**config.mk**
```make
export PLATFORM = sky130hd
export DESIGN_NAME = bank_isu_issue_queue_flat
export DESIGN_NICKNAME = d
export VERILOG_FILES = /design/src/rtl/bank_isu_issue_queue_if.sv /design/src/rtl/bank_isu_issue_queue.sv /design/src/flat_wrapper.sv
export SDC_FILE = /design/constraint.sdc
export NUM_CORES = 1
export LEC_CHECK = 0
export ABC_AREA = 1
export BUFFER_PORTS_ARGS = -buffer_cell sky130_fd_sc_hd__buf_2
export CORE_MARGIN = 2
export CORE_UTILIZATION = 50
export CTS_CLUSTER_DIAMETER = 30
export DETAILED_ROUTE_END_ITERATION = 7
export PLACE_DENSITY_LB_ADDON = 0.08
export SYNTH_ARGS = -nofsm -noshare
export SYNTH_HDL_FRONTEND = slang
export SYNTH_SLANG_ARGS = --single-unit
export TNS_END_PERCENT = 5
```
**constraint.sdc**
```tcl
create_clock -name clk_i -period 5.3 [get_ports clk_i]
set_input_delay 0.795 -clock clk_i [delete_from_list [all_inputs] [get_ports clk_i]]
set_output_delay 0.795 -clock clk_i [all_outputs]
set_load 0.005 [all_outputs]
```
**src/rtl/bank_isu_issue_queue_if.sv**
```systemverilog
// bank_isu_issue_queue_if: groups the signals between the hit/tag unit, the linefill buffer,
// the SRAM controller and the credit return path for one bank issue queue.
// The slave modport is the queue itself. The master modport is the surrounding environment.
interface bank_isu_issue_queue_if #(
  parameter int NUM_CH = 4,
  parameter int ROB_W  = 3,
  parameter int SWO_W  = 7,
  parameter int WBID_W = 8,
  parameter int LF_DW  = 256
);
  localparam int CH_W = (NUM_CH > 1) ? $clog2(NUM_CH) : 1;

  // Enqueue side (hit/tag unit)
  logic              req_valid;
  logic              req_allow_in;
  logic              req_inflight;
  logic              req_linefill;
  logic [1:0]        req_opcode;
  logic [ROB_W-1:0]  req_rob_id;
  logic [CH_W-1:0]   req_ch_id;
  logic [SWO_W-1:0]  req_swo;
  logic [WBID_W-1:0] req_wbid;
  logic [3:0]        req_state;

  // Linefill wakeup and linefill-buffer read port
  logic              refill_valid;
  logic [SWO_W-2:0]  refill_id;
  logic [SWO_W-2:0]  lfb_raddr;
  logic [LF_DW-1:0]  lfb_data;

  // Issue side (SRAM controller)
  logic              sc_valid;
  logic              sc_ready;
  logic [2:0]        sc_opcode;
  logic [CH_W-1:0]   sc_ch_id;
  logic [ROB_W-1:0]  sc_rob_id;
  logic [SWO_W-1:0]  sc_swo;
  logic [WBID_W-1:0] sc_wbid;
  logic [3:0]        sc_state;
  logic [LF_DW/2-1:0] sc_lf_data0;
  logic [LF_DW/2-1:0] sc_lf_data1;

  // Per-channel read credit return
  logic [NUM_CH-1:0] credit_release;

  modport slave (
    input  req_valid, req_inflight, req_linefill, req_opcode, req_rob_id, req_ch_id,
           req_swo, req_wbid, req_state, refill_valid, refill_id, lfb_data, sc_ready,
           credit_release,
    output req_allow_in, lfb_raddr, sc_valid, sc_opcode, sc_ch_id, sc_rob_id, sc_swo,
           sc_wbid, sc_state, sc_lf_data0, sc_lf_data1
  );

  modport master (
    output req_valid, req_inflight, req_linefill, req_opcode, req_rob_id, req_ch_id,
           req_swo, req_wbid, req_state, refill_valid, refill_id, lfb_data, sc_ready,
           credit_release,
    input  req_allow_in, lfb_raddr, sc_valid, sc_opcode, sc_ch_id, sc_rob_id, sc_swo,
           sc_wbid, sc_state, sc_lf_data0, sc_lf_data1
  );
endinterface

```
**src/rtl/bank_isu_issue_queue.sv**
```systemverilog
// bank_isu_issue_queue: bank issue queue between the hit/tag unit and the SRAM controller.
// In-order enqueue, oldest-ready out-of-order issue, in-order retire, per-channel read credits,
// linefill wakeup merged into the enqueue cycle.
// Optional feature macro: ISU_IQ_STALL_CNT_EN adds saturating credit/mshr stall counters.
module bank_isu_issue_queue #(
  parameter int PTR_WIDTH = 4,
  parameter int NUM_CH    = 4,
  parameter int CREDITS   = 4,
  parameter int ROB_W     = 3,
  parameter int SWO_W     = 7,
  parameter int WBID_W    = 8,
  parameter int LF_DW     = 256
) (
  input  logic                  clk_i,
  input  logic                  rst_ni,
  bank_isu_issue_queue_if.slave bus
`ifdef ISU_IQ_STALL_CNT_EN
  ,
  output logic [31:0]           stall_credit_cnt_o,
  output logic [31:0]           stall_mshr_cnt_o
`endif
);
  localparam int DEPTH = 2 ** PTR_WIDTH;
  localparam int CH_W  = (NUM_CH > 1) ? $clog2(NUM_CH) : 1;
  localparam int CNT_W = $clog2(CREDITS + 1);

  typedef struct packed {
    logic              write;
    logic              linefill;
    logic [ROB_W-1:0]  rob_id;
    logic [CH_W-1:0]   ch_id;
    logic [SWO_W-1:0]  swo;
    logic [WBID_W-1:0] wbid;
    logic [3:0]        state;
  } entry_t;

  logic [PTR_WIDTH-1:0] wptr, bptr, sel;
  logic [PTR_WIDTH:0]   count;
  logic [DEPTH-1:0]     valid_q, mshr_q, evict_q;
  logic [DEPTH-1:0]     is_read, line_hit, exec;
  entry_t               mem [DEPTH];
  entry_t               sel_e;
  logic [CNT_W-1:0]     credit_q [NUM_CH];
  logic [NUM_CH-1:0]    credit_take;
  logic                 found, allow_in, fire, issue, retire, enq_mshr, sel_read;

  // Per-entry readiness: line data present (or eviction due first) and a read credit if needed.
  always_comb begin
    // NOTE: every signal written here gets a default before any condition, so no latch is inferred.
    is_read  = '0;
    line_hit = '0;
    exec     = '0;
    for (int i = 0; i < DEPTH; i++) begin
      is_read[i]  = ~mem[i].write & ~evict_q[i];
      line_hit[i] = bus.refill_valid & (mem[i].swo[SWO_W-1:1] == bus.refill_id);
      exec[i]     = valid_q[i] & (mshr_q[i] | evict_q[i])
                  & (~is_read[i] | (credit_q[mem[i].ch_id] != '0));
    end
  end

  // Oldest-first pick: scan upward from the bottom pointer with wrap; the first exec entry wins.
  always_comb begin
    logic [PTR_WIDTH-1:0] idx;
    found = 1'b0;
    sel   = bptr;
    idx   = '0;
    for (int k = 0; k < DEPTH; k++) begin
      idx = bptr + PTR_WIDTH'(k);
      // NOTE: blocking assignments let 'found' carry between iterations, giving a priority chain.
      if (!found && exec[idx]) begin
        found = 1'b1;
        sel   = idx;
      end
    end
  end

  assign sel_e    = mem[sel];
  assign sel_read = is_read[sel];
  assign allow_in = (count != (PTR_WIDTH + 1)'(DEPTH));
  assign fire     = bus.req_valid & allow_in;
  assign issue    = found & bus.sc_ready;
  assign retire   = (count != '0) & ~valid_q[bptr];
  assign enq_mshr = ~(bus.req_linefill | bus.req_inflight)
                  | (bus.refill_valid & (bus.refill_id == bus.req_swo[SWO_W-1:1]));

  assign bus.req_allow_in = allow_in;
  assign bus.sc_valid     = found;
  assign bus.sc_opcode    = evict_q[sel] ? 3'd3 : sel_e.write ? 3'd0 : sel_e.linefill ? 3'd2 : 3'd1;
  assign bus.sc_ch_id     = sel_e.ch_id;
  assign bus.sc_rob_id    = sel_e.rob_id;
  assign bus.sc_swo       = sel_e.swo;
  assign bus.sc_wbid      = sel_e.wbid;
  assign bus.sc_state     = sel_e.state;
  assign bus.lfb_raddr    = sel_e.swo[SWO_W-1:1];
  assign bus.sc_lf_data0  = bus.lfb_data[LF_DW/2-1:0];
  assign bus.sc_lf_data1  = bus.lfb_data[LF_DW-1:LF_DW/2];

  // Pointers, occupancy and per-entry status bits; enqueue overrides wakeup/issue on the wptr slot.
  always_ff @(posedge clk_i or negedge rst_ni) begin
    if (!rst_ni) begin
      wptr    <= '0;
      bptr    <= '0;
      count   <= '0;
      valid_q <= '0;
      mshr_q  <= '0;
      evict_q <= '0;
    end else begin
      if (fire)   wptr <= wptr + PTR_WIDTH'(1);
      if (retire) bptr <= bptr + PTR_WIDTH'(1);
      if (fire && !retire)      count <= count + (PTR_WIDTH + 1)'(1);
      else if (!fire && retire) count <= count - (PTR_WIDTH + 1)'(1);
      mshr_q <= mshr_q | (valid_q & line_hit);
      if (issue) begin
        if (evict_q[sel]) evict_q[sel] <= 1'b0;
        else              valid_q[sel] <= 1'b0;
      end
      if (fire) begin
        valid_q[wptr] <= 1'b1;
        mshr_q[wptr]  <= enq_mshr;
        evict_q[wptr] <= bus.req_opcode[1];
      end
    end
  end

  // Payload storage, written on enqueue only.
  always_ff @(posedge clk_i) begin
    // NOTE: payload has no reset; valid_q guards every use, so stale contents are never observed.
    if (fire) begin
      mem[wptr] <= '{write:    bus.req_opcode[0],
                     linefill: bus.req_linefill,
                     rob_id:   bus.req_rob_id,
                     ch_id:    bus.req_ch_id,
                     swo:      bus.req_swo,
                     wbid:     bus.req_wbid,
                     state:    bus.req_state};
    end
  end

  // Which channel spends a read credit this cycle (evict and write issues never do).
  always_comb begin
    credit_take = '0;
    for (int c = 0; c < NUM_CH; c++) begin
      credit_take[c] = issue & sel_read & (sel_e.ch_id == CH_W'(c));
    end
  end

  // Per-channel credit counters: spend on read issue, refund on release, net zero when both.
  always_ff @(posedge clk_i or negedge rst_ni) begin
    if (!rst_ni) begin
      for (int c = 0; c < NUM_CH; c++) credit_q[c] <= CNT_W'(CREDITS);
    end else begin
      for (int c = 0; c < NUM_CH; c++) begin
        if (bus.credit_release[c] && !credit_take[c])      credit_q[c] <= credit_q[c] + CNT_W'(1);
        else if (!bus.credit_release[c] && credit_take[c]) credit_q[c] <= credit_q[c] - CNT_W'(1);
      end
    end
  end

  for (genvar c = 0; c < NUM_CH; c++) begin : g_credit_chk
    a_release_overflow: assert property (@(posedge clk_i) disable iff (!rst_ni)
      !(bus.credit_release[c] && (credit_q[c] == CNT_W'(CREDITS))));
    a_issue_underflow: assert property (@(posedge clk_i) disable iff (!rst_ni)
      !(credit_take[c] && (credit_q[c] == '0)));
  end

`ifdef ISU_IQ_STALL_CNT_EN
  logic [DEPTH-1:0] data_ok;
  logic             credit_stall, mshr_stall;

  assign data_ok      = valid_q & (mshr_q | evict_q);
  assign credit_stall = (|valid_q) & ((valid_q & ~(data_ok & ~exec)) == '0);
  assign mshr_stall   = (|valid_q) & ~found & (|(valid_q & ~(mshr_q | evict_q)));

  // Saturating stall-cycle counters.
  always_ff @(posedge clk_i or negedge rst_ni) begin
    if (!rst_ni) begin
      stall_credit_cnt_o <= '0;
      stall_mshr_cnt_o   <= '0;
    end else begin
      if (credit_stall && (stall_credit_cnt_o != '1)) stall_credit_cnt_o <= stall_credit_cnt_o + 32'd1;
      if (mshr_stall && (stall_mshr_cnt_o != '1))     stall_mshr_cnt_o   <= stall_mshr_cnt_o + 32'd1;
    end
  end
`endif
endmodule

```
**src/flat_wrapper.sv**
```systemverilog
// flat-port wrapper written by rule: the top's interface ports become plain ports
module bank_isu_issue_queue_flat 
#(
  parameter int PTR_WIDTH = 4,
  parameter int NUM_CH    = 4,
  parameter int CREDITS   = 4,
  parameter int ROB_W     = 3,
  parameter int SWO_W     = 7,
  parameter int WBID_W    = 8,
  parameter int LF_DW     = 256
)
  (clk_i, rst_ni, bus_req_valid, bus_req_inflight, bus_req_linefill, bus_req_opcode, bus_req_rob_id, bus_req_ch_id, bus_req_swo, bus_req_wbid, bus_req_state, bus_refill_valid, bus_refill_id, bus_lfb_data, bus_sc_ready, bus_credit_release, bus_req_allow_in, bus_lfb_raddr, bus_sc_valid, bus_sc_opcode, bus_sc_ch_id, bus_sc_rob_id, bus_sc_swo, bus_sc_wbid, bus_sc_state, bus_sc_lf_data0, bus_sc_lf_data1);
  bank_isu_issue_queue_if #(.NUM_CH(NUM_CH), .ROB_W(ROB_W), .SWO_W(SWO_W), .WBID_W(WBID_W), .LF_DW(LF_DW)) bus_i ();
  input  logic clk_i;
  input  logic rst_ni;
  input wire logic [$bits(bus_i.req_valid)-1:0] bus_req_valid;
  input wire logic [$bits(bus_i.req_inflight)-1:0] bus_req_inflight;
  input wire logic [$bits(bus_i.req_linefill)-1:0] bus_req_linefill;
  input wire logic [$bits(bus_i.req_opcode)-1:0] bus_req_opcode;
  input wire logic [$bits(bus_i.req_rob_id)-1:0] bus_req_rob_id;
  input wire logic [$bits(bus_i.req_ch_id)-1:0] bus_req_ch_id;
  input wire logic [$bits(bus_i.req_swo)-1:0] bus_req_swo;
  input wire logic [$bits(bus_i.req_wbid)-1:0] bus_req_wbid;
  input wire logic [$bits(bus_i.req_state)-1:0] bus_req_state;
  input wire logic [$bits(bus_i.refill_valid)-1:0] bus_refill_valid;
  input wire logic [$bits(bus_i.refill_id)-1:0] bus_refill_id;
  input wire logic [$bits(bus_i.lfb_data)-1:0] bus_lfb_data;
  input wire logic [$bits(bus_i.sc_ready)-1:0] bus_sc_ready;
  input wire logic [$bits(bus_i.credit_release)-1:0] bus_credit_release;
  output wire logic [$bits(bus_i.req_allow_in)-1:0] bus_req_allow_in;
  output wire logic [$bits(bus_i.lfb_raddr)-1:0] bus_lfb_raddr;
  output wire logic [$bits(bus_i.sc_valid)-1:0] bus_sc_valid;
  output wire logic [$bits(bus_i.sc_opcode)-1:0] bus_sc_opcode;
  output wire logic [$bits(bus_i.sc_ch_id)-1:0] bus_sc_ch_id;
  output wire logic [$bits(bus_i.sc_rob_id)-1:0] bus_sc_rob_id;
  output wire logic [$bits(bus_i.sc_swo)-1:0] bus_sc_swo;
  output wire logic [$bits(bus_i.sc_wbid)-1:0] bus_sc_wbid;
  output wire logic [$bits(bus_i.sc_state)-1:0] bus_sc_state;
  output wire logic [$bits(bus_i.sc_lf_data0)-1:0] bus_sc_lf_data0;
  output wire logic [$bits(bus_i.sc_lf_data1)-1:0] bus_sc_lf_data1;
  assign bus_i.req_valid = bus_req_valid;
  assign bus_i.req_inflight = bus_req_inflight;
  assign bus_i.req_linefill = bus_req_linefill;
  assign bus_i.req_opcode = bus_req_opcode;
  assign bus_i.req_rob_id = bus_req_rob_id;
  assign bus_i.req_ch_id = bus_req_ch_id;
  assign bus_i.req_swo = bus_req_swo;
  assign bus_i.req_wbid = bus_req_wbid;
  assign bus_i.req_state = bus_req_state;
  assign bus_i.refill_valid = bus_refill_valid;
  assign bus_i.refill_id = bus_refill_id;
  assign bus_i.lfb_data = bus_lfb_data;
  assign bus_i.sc_ready = bus_sc_ready;
  assign bus_i.credit_release = bus_credit_release;
  assign bus_req_allow_in = bus_i.req_allow_in;
  assign bus_lfb_raddr = bus_i.lfb_raddr;
  assign bus_sc_valid = bus_i.sc_valid;
  assign bus_sc_opcode = bus_i.sc_opcode;
  assign bus_sc_ch_id = bus_i.sc_ch_id;
  assign bus_sc_rob_id = bus_i.sc_rob_id;
  assign bus_sc_swo = bus_i.sc_swo;
  assign bus_sc_wbid = bus_i.sc_wbid;
  assign bus_sc_state = bus_i.sc_state;
  assign bus_sc_lf_data0 = bus_i.sc_lf_data0;
  assign bus_sc_lf_data1 = bus_i.sc_lf_data1;
  bank_isu_issue_queue #(.PTR_WIDTH(PTR_WIDTH), .NUM_CH(NUM_CH), .CREDITS(CREDITS), .ROB_W(ROB_W), .SWO_W(SWO_W), .WBID_W(WBID_W), .LF_DW(LF_DW)) u_core (.clk_i(clk_i), .rst_ni(rst_ni), .bus(bus_i));
endmodule
```
; ---- After elaboration in Yosys (flattened, before gate mapping)
; Memory sizes are Yosys's and may differ from the RTL's.
; Cells that the tools add are included.
[totals]
ram_bits = 416
memories = 1
ff_bits = 73
output_inout_bits = 291
[mem_list]
columns = name, depth, width, read_ports, rd_ports_with_merged_regs, wr, line_no
row1 = u_core.mem, 16, 26, 17, 0, 1, bank_isu_issue_queue.sv:41  ; entry_t mem [DEPTH];
[op_classes]
n_reduce_logical = 75
n_mux = 145
bitwise_logic = 179
n_lt_le_gt_ge = 36
n_eq_ne = 21
n_addsub = 26
[op_table]
columns = operator, n
row1 = $mux W3, 42
row2 = $mux W16, 7
row3 = $eq A6 B6 Y1, 17
row4 = $bmux W3 S2, 16
row5 = $lt A4 B5 Y1 const B, 18
row6 = $bmux W1 S4, 19
row7 = $and A1 B1 Y1, 73
row8 = $mux W4, 15
row9 = $not A1 Y1, 50
row10 = $and A16 B16 Y16, 3
row11 = $ge A3 B3 Y1 const B, 16
row12 = $not A2 Y3, 16
row13 = $reduce_bool A3 Y1, 16
row14 = $mux W1, 39
row15 = $or A1 B1 Y1, 34
row16 = $add A4 B4 Y4 const B, 8
row17 = $bwmux W16, 2
row18 = $or A16 B16 Y16, 2
row19 = $logic_and A1 B1 Y1, 27
row20 = $logic_not A1 Y1, 25
row21 = $add A4 B3 Y4 const B, 4
row22 = $not A16 Y16, 1
row23 = $add A3 B1 Y3 const B, 4
row24 = $sub A3 B1 Y3 const B, 4
row25 = other kinds (14), 24

; ---- Longest topological paths before layout
; An unclocked memory read counts as a cell.
[logic_depth]
depth_word = 66
mapped_depth = 47
mapped_depth_nobuf = 46

; ---- Worst setup path after synthesis
; OpenSTA, ideal clock, no wires.
[synth_path]
path_kind = register to register
from = reg u_core.bptr[0]
to = reg u_core.credit_q[8] (netlist name)
setup_slack_ns = -0.182
setup_ns = 0.082
synth_period_minus_slack_ns = 5.482
arrival_time_ns = 5.400
required_time_ns = 5.218
stages_incl_launch_ff = 38
path_cell_list = dfrtp_1 -> buf_2 -> inv_2 -> buf_1 -> buf_1 -> ha_1 -> inv_1 -> clkbuf_1 -> nand3_1 -> nand3_1 -> nand3_1 -> nand2_1 -> nand4_2 -> nor2_4 -> nand4_2 -> nor2_4 -> nand3_4 -> nor2_8 -> (+2 left out) -> nand2_4 -> nand2_4 -> buf_6 -> buf_2 -> nand2_1 -> o21ai_1 -> nand2_1 -> nand3_1 -> nand3_1 -> nand2_1 -> nor2_1 -> nand2_1 -> ha_1 -> inv_1 -> fa_1 -> a21oi_1 -> o21ai_0 -> xnor2_1
[synth_via]
word_cells_on_any_way = 120
cone_classes = add/sub (15) / eq/ne (1) / mux (66) / bitwise (3) / reduce/logical (34) / memory (1)
[synth_lines]
columns = element, line_no
row1 = start: declaration, bank_isu_issue_queue.sv:37  ; logic [PTR_WIDTH-1:0] wptr, bptr, sel;
row2 = start signal: assignment, bank_isu_issue_queue.sv:109  ; if (retire) bptr <= bptr + PTR_WIDTH'(1);
row3 = branches (longest 47 deep; another with $add A4 B1 Y4), --
row4 = $mux W4 *, bank_isu_issue_queue.sv:70  ; if (!found && exec[idx]) begin
row5 = $mem_v2 Z16 W26 *, --
row6 = net bus_sc_ch_id[1], flat_wrapper.sv:34  ; output wire logic [$bits(bus_i.sc_ch_id)-1:0] bus_sc_ch_id;
row7 = $eq A2 B1 Y1 *, bank_isu_issue_queue.sv:143  ; credit_take[c] = issue & sel_read & (sel_e.ch_id == CH_W'(c));
row8 = $and A1 B1 Y1 *, bank_isu_issue_queue.sv:143
row9 = $logic_not A1 Y1, bank_isu_issue_queue.sv:153  ; if (bus.credit_release[c] && !credit_take[c]) credit_q[c] <= credit_q[c] + CNT_W'(1);
row10 = $logic_and A1 B1 Y1, bank_isu_issue_queue.sv:153
row11 = $mux W3 or $reduce_bool A2 Y1 (tied branches), --
row12 = end signal: indexed assignment, bank_isu_issue_queue.sv:153
row13 = end signal: indexed assignment, bank_isu_issue_queue.sv:154  ; else if (!bus.credit_release[c] && credit_take[c]) credit_q[c] <= credit_q[c] - CNT_W'(1);
row14 = end: declaration, bank_isu_issue_queue.sv:43  ; logic [CNT_W-1:0] credit_q [NUM_CH];
; Mark *: on every way through the listed nets, which the timed path passes. The select of a mux whose other input is x is not followed.
; A chain may end at the register's enable or synchronous reset.

; ---- Final worst setup path
[layout_path]
from = reg u_core.credit_q[3] (netlist name)
to = out bus_sc_wbid[4]
[layout_via]
elab_chain_len = 55
word_cells_on_any_way = 189
cone_classes = mux (110) / bitwise (32) / reduce/logical (46) / memory (1)
[layout_lines]
columns = element, line_no
row1 = $bmux W3 S2, bank_isu_issue_queue.sv:57  ; & (~is_read[i] | (credit_q[mem[i].ch_id] != '0));
row2 = $mux W3 (implied by the code) (2 in series), bank_isu_issue_queue.sv:57
row3 = $reduce_bool A3 Y1, bank_isu_issue_queue.sv:57
row4 = $or A1 B1 Y1, bank_isu_issue_queue.sv:57
row5 = $and A1 B1 Y1, bank_isu_issue_queue.sv:57
row6 = $bmux W1 S4, bank_isu_issue_queue.sv:70
row7 = $mux W1 (implied by the code), bank_isu_issue_queue.sv:70
row8 = $mux W1, bank_isu_issue_queue.sv:70
row9 = (+38 left out), --
row10 = $mux W1, bank_isu_issue_queue.sv:70
row11 = $logic_not A1 Y1, bank_isu_issue_queue.sv:70
row12 = $logic_and A1 B1 Y1, bank_isu_issue_queue.sv:70
row13 = $mux W1, bank_isu_issue_queue.sv:70
row14 = $logic_not A1 Y1, bank_isu_issue_queue.sv:70
row15 = $logic_and A1 B1 Y1, bank_isu_issue_queue.sv:70
row16 = $mux W4 *, bank_isu_issue_queue.sv:70
row17 = $mem_v2 Z16 W26 *, --
row18 = end: declaration, flat_wrapper.sv:37  ; output wire logic [$bits(bus_i.sc_wbid)-1:0] bus_sc_wbid;
; Mark *: on every way between the ends. The rest lies on a longest branch, timed or not. The select of a mux whose other input is x is not followed.

==> summary by stage <==
Status
The run finished, with violations left. The checks that failed: negative setup slack.

Clocking
TritonCTS built the clock tree. Clock tree synthesis inserted a total of 111 buffers. The number of H-tree levels is 3. The tree is rooted in a sky130_fd_sc_hd__clkbuf_16. The maximum clock path buffer count is 3. The clock insertion delay at the later pin of the skew report is 0.69 ns. The clock transition at the register clock pins on the worst setup and hold paths after CTS is 0.05 ns.

The sink count of the clock tree is 489.

Final layout
The filler cell count in the final layout is 4337. In the final layout, the share of cells above drive strength 1 is 23.6%. The number of nets in the finished design is 3183. Compared with the post-synthesis result, the final layout area differs by 22.2%. The multi-input logic area is 9770 um2. The area used by sequential logic in the layout is 14300 um2.

GRT
The total routing usage reported by global routing is 33.5%. The maximum number of pins on one net before global-route repair is 62. The wire length of the first global-routing pass is 133 mm. For this run the aggregate overflow at the end of global routing stands at 0. The number of antenna violations at the first check in global routing was 1. The via count of the first global-routing pass was 20.5k.

STA
Timing would allow up to 0.172 GHz. The number of slew-limit violations in the final report is 0. Setup repair after global routing could not meet its margin everywhere.

The normalized max-slew margin is 19.9%. On the final layout, the worst clock skew is 0.0756 ns. The number of hold violations in the final report came to 0. Across all setup checks in the final design, the least slack found is -0.515 ns. The count of final setup violators is 32. In the finished design, the share of the clock period the worst path needs comes to 110%. The worst path in the final design needs a cycle of 5.81 ns, including I/O delays and setup. The measured slew at the worst slew-check pin is 1.17 ns.

Routing
In the detailed route, the total length drawn on met3 is 10.5 mm. The first detailed-routing pass took 6 iterations. In the routed design, unresolved DRC markers number 0. The count of nets left with antenna violations once routing finished came out at 0. In this run, the number of DRC markers left after iteration 0 of detailed routing was 2007. The ratio of routed vias to standard cells is 5.84. The detailed-route wire length per cell is 25.5 um.

The highest routing layer actually used is met5. Summed over all layers, the routed wires come to 92.8 mm. The met1 routed wirelength after detailed routing is 35.7 mm. The total number of vias is 21.3k.

The met2 wire length is 42.4 mm.

Setup path
Counting both buffers and inverters, the worst setup path holds a total of 6. The peak per-stage delay on the critical path is 0.40 ns. The worst setup path is launched from a register. The required time reported for the critical path endpoint is 4.51 ns. The class of the most critical setup path is reg -> out. Among all stages on the critical path, the largest delay is contributed by sky130_fd_sc_hd__dfrtp_1. The critical path's top delay family is simple AND/OR/NAND/NOR gates. At the worst endpoint, the arrival time is 5.02 ns. In this run the worst path has a maximum fanout of 20. The cell that appears most often on the critical path is sky130_fd_sc_hd__nor2_4.

The endpoint kind of the worst setup timing path is a primary output.

Die
The starting density of the core is 50.9%. The height of the chip is 233 um. The full die area is 54200 um2. The count of standard-cell rows is 83. The core area is 51500 um2.

The die extent in x is 233 um. The top-level I/O count is 590.

Synth
Yosys mapped the design onto 52 distinct sky130hd cell types. The number of nets handed over by synthesis was 3171. After synthesis, the mean cell area works out to 9.20 um2. Among all flip-flop cells after synthesis, the most frequent one is sky130_fd_sc_hd__edfxtp_1. Yosys mapped a number of flops with a built-in enable equal to 416.

After technology mapping, the gate count stands at 2848. The share of async-settable or async-resettable flops after synthesis is 14.9%. After synthesis, flip-flops and latches occupy 54.7% of the total area.

The total of warnings raised by yosys is 0. In this run, synthesis produced a sequential element count of 489. The post-synth design cell area is 26200 um2.

Placement
During placement, the flow inserted port buffers numbering 76. Before CTS, the worst setup slack after placement is -0.106 ns. Summed over all nets, the half-perimeter wirelength after detailed placement is 60.3 mm.

The final weighted congestion in routability-driven placement is 0.923.

Worst hold path
The tightest min-delay check is of the reg -> reg type.

Flow run
Across the run, the number of max-cap violations was 0.
==> cells in the mapped netlist, types with 2 or more instances <==
library cell / instances / area [um2]
sky130_fd_sc_hd__nand2_1: 959 / 3600
sky130_fd_sc_hd__edfxtp_1: 416 / 12500
sky130_fd_sc_hd__buf_4: 273 / 2050
sky130_fd_sc_hd__nand3_1: 257 / 1290
sky130_fd_sc_hd__inv_1: 152 / 571
sky130_fd_sc_hd__nor2_1: 146 / 548
sky130_fd_sc_hd__nand4_1: 119 / 744
sky130_fd_sc_hd__dfrtp_1: 69 / 1730
sky130_fd_sc_hd__o21ai_0: 68 / 340
sky130_fd_sc_hd__clkbuf_1: 45 / 169
sky130_fd_sc_hd__a21oi_1: 39 / 195
sky130_fd_sc_hd__xor2_1: 30 / 263
sky130_fd_sc_hd__buf_2: 25 / 125
sky130_fd_sc_hd__ha_1: 19 / 238
sky130_fd_sc_hd__buf_1: 18 / 67.6
sky130_fd_sc_hd__o21ai_1: 18 / 90.1
sky130_fd_sc_hd__xnor2_1: 18 / 158
sky130_fd_sc_hd__o22ai_1: 15 / 93.8
sky130_fd_sc_hd__inv_2: 14 / 52.6
sky130_fd_sc_hd__a221oi_1: 11 / 96.3
sky130_fd_sc_hd__or2_2: 11 / 68.8
sky130_fd_sc_hd__nor2_4: 10 / 113
sky130_fd_sc_hd__nand2_4: 9 / 101
sky130_fd_sc_hd__a2111oi_0: 8 / 70.1
sky130_fd_sc_hd__nand2_2: 8 / 50.1
sky130_fd_sc_hd__o21a_1: 8 / 60.1
sky130_fd_sc_hd__o2111ai_1: 7 / 61.3
sky130_fd_sc_hd__a211oi_1: 6 / 45.0
sky130_fd_sc_hd__mux2i_1: 6 / 60.1
sky130_fd_sc_hd__nand3b_1: 6 / 45.0
sky130_fd_sc_hd__a31oi_1: 5 / 31.3
sky130_fd_sc_hd__fa_1: 5 / 100
sky130_fd_sc_hd__nor4_1: 5 / 31.3
sky130_fd_sc_hd__a21o_1: 4 / 30.0
sky130_fd_sc_hd__clkinv_1: 4 / 15.0
sky130_fd_sc_hd__dfstp_2: 4 / 105
sky130_fd_sc_hd__nor2_2: 4 / 25.0
sky130_fd_sc_hd__o211ai_1: 4 / 30.0
sky130_fd_sc_hd__a22oi_1: 3 / 22.5
sky130_fd_sc_hd__a41oi_1: 3 / 26.3
sky130_fd_sc_hd__nand3_2: 3 / 30.0
sky130_fd_sc_hd__nand4_2: 3 / 37.5
sky130_fd_sc_hd__buf_6: 2 / 22.5
==> layer usage <==
layer | GRT usage (%) | vias to the layer above
met4 | 14.0 | 8
met5 | 3.49 | -
li1 | - | 9461
met2 | 51.8 | 1231
met1 | 41.4 | 10300
met3 | 13.5 | 260
==> timing repair <==
action	CTS	global route
hold endpoints to repair	8	0
pin swaps	41	44
cloned	5	7
setup endpoints to repair	40	43
hold buffers	1	0
gates resized for setup	160	84
buffers inserted	26	15
==> tightest hold or removal path: stages, from the launching register on <==
cell                      delay [ns]
sky130_fd_sc_hd__dfrtp_1        0.33
sky130_fd_sc_hd__nand2_1        0.05
sky130_fd_sc_hd__nand2_1        0.05
==> flip-flops by register name, indices dropped and copies added (netlist names) <==
| register | flops |
|---|---|
| u_core.mem | 416 |
| u_core.credit_q | 12 |
| u_core.valid_q | 16 |
| u_core.mshr_q | 16 |
| u_core.count | 5 |
| u_core.evict_q | 16 |
| u_core.bptr | 4 |
| u_core.wptr | 4 |
==> cells in the final DEF (no fill, tap or decap), types with 11 or more instances in the layout <==
cell,instances
sky130_fd_sc_hd__xnor2_1,18
sky130_fd_sc_hd__clkinv_1,26
sky130_fd_sc_hd__bufinv_16,14
sky130_fd_sc_hd__inv_2,19
sky130_fd_sc_hd__clkbuf_1,11
sky130_fd_sc_hd__edfxtp_1,416
sky130_fd_sc_hd__o21ai_1,18
sky130_fd_sc_hd__nand2_1,914
sky130_fd_sc_hd__nand4_1,119
sky130_fd_sc_hd__buf_4,131
sky130_fd_sc_hd__or2_2,11
sky130_fd_sc_hd__nand3_4,27
sky130_fd_sc_hd__ha_1,19
sky130_fd_sc_hd__clkinv_4,12
sky130_fd_sc_hd__nand3_1,148
sky130_fd_sc_hd__clkinv_2,17
sky130_fd_sc_hd__a221oi_1,11
sky130_fd_sc_hd__buf_2,72
sky130_fd_sc_hd__a21oi_1,38
sky130_fd_sc_hd__o21ai_0,65
sky130_fd_sc_hd__dfrtp_1,67
sky130_fd_sc_hd__inv_1,128
sky130_fd_sc_hd__buf_6,11
sky130_fd_sc_hd__nor2_4,11
sky130_fd_sc_hd__nand3_2,86
sky130_fd_sc_hd__xor2_1,30
sky130_fd_sc_hd__nor2_1,144
sky130_fd_sc_hd__nand2_2,45
sky130_fd_sc_hd__clkbuf_16,118
sky130_fd_sc_hd__buf_12,30
sky130_fd_sc_hd__nand2_4,16
sky130_fd_sc_hd__o22ai_1,15
sky130_fd_sc_hd__clkinvlp_4,18
==> cell families after synthesis <==
logic type,Yosys count,share of synthesized area [%]
multiplexers,7,0.272
other,1,0.0143
flip-flops,489,54.7
buffers and inverters,533,11.7
AO/OA/AOI/OAI,202,4.70
AND/OR/NAND/NOR,1544,25.7
adder cells (fa/ha/maj),24,1.29
XOR/XNOR,48,1.61
==> cell type report <==
class	count	share of cell area (%)
Antenna cell	1	0.00782
Sequential cell	489	44.8
Inverter	170	2.06
Clock inverter	86	3.25
Timing Repair Buffer	261	7.81
Multi-Input combinational cell	1827	30.5
Clock buffer	125	8.94
Tap cell	680	2.66
==> through the flow <==
step / utilization, % / area, um2 / hold WS, ns / std cells / setup TNS (ns)
finish: 62.1 / 32000 / 0.467 / 3639 / -13.91
global route: 62.1 / 32000 / 0.484 / 3638 / -26.06
CTS: 60.8 / 31300 / 0.461 / 3616 / -12.77
detailed placement: 51.1 / 26300 / 0.459 / 3373 / -1.18
global placement: 51.1 / 26300 / 0.454 / 3373 / -0.605
floorplan: - / 26200 / 0.442 / 2848 / 0
==> path summary, 6_finish.rpt <==
check | from | endpoint | slack [ns] | depth (start not counted)
setup / recovery | u_core.credit_q[3] | bus_sc_wbid[4] | -0.51 | 32
hold / removal | u_core.valid_q[3] | u_core.valid_q[3] | 0.47 | 2
setup reg to reg | u_core.credit_q[3] | u_core.credit_q[8] | 0.07 | 41
hold reg to reg | u_core.valid_q[3] | u_core.valid_q[3] | 0.47 | 2
max in group asynchronous | rst_ni | u_core.bptr[2] | 3.59 | 3
min in group asynchronous | rst_ni | u_core.credit_q[9] | 0.54 | 2
Power is not shown: default switching activity piles up to over one toggle a cycle in this logic, so the estimate is an artifact.
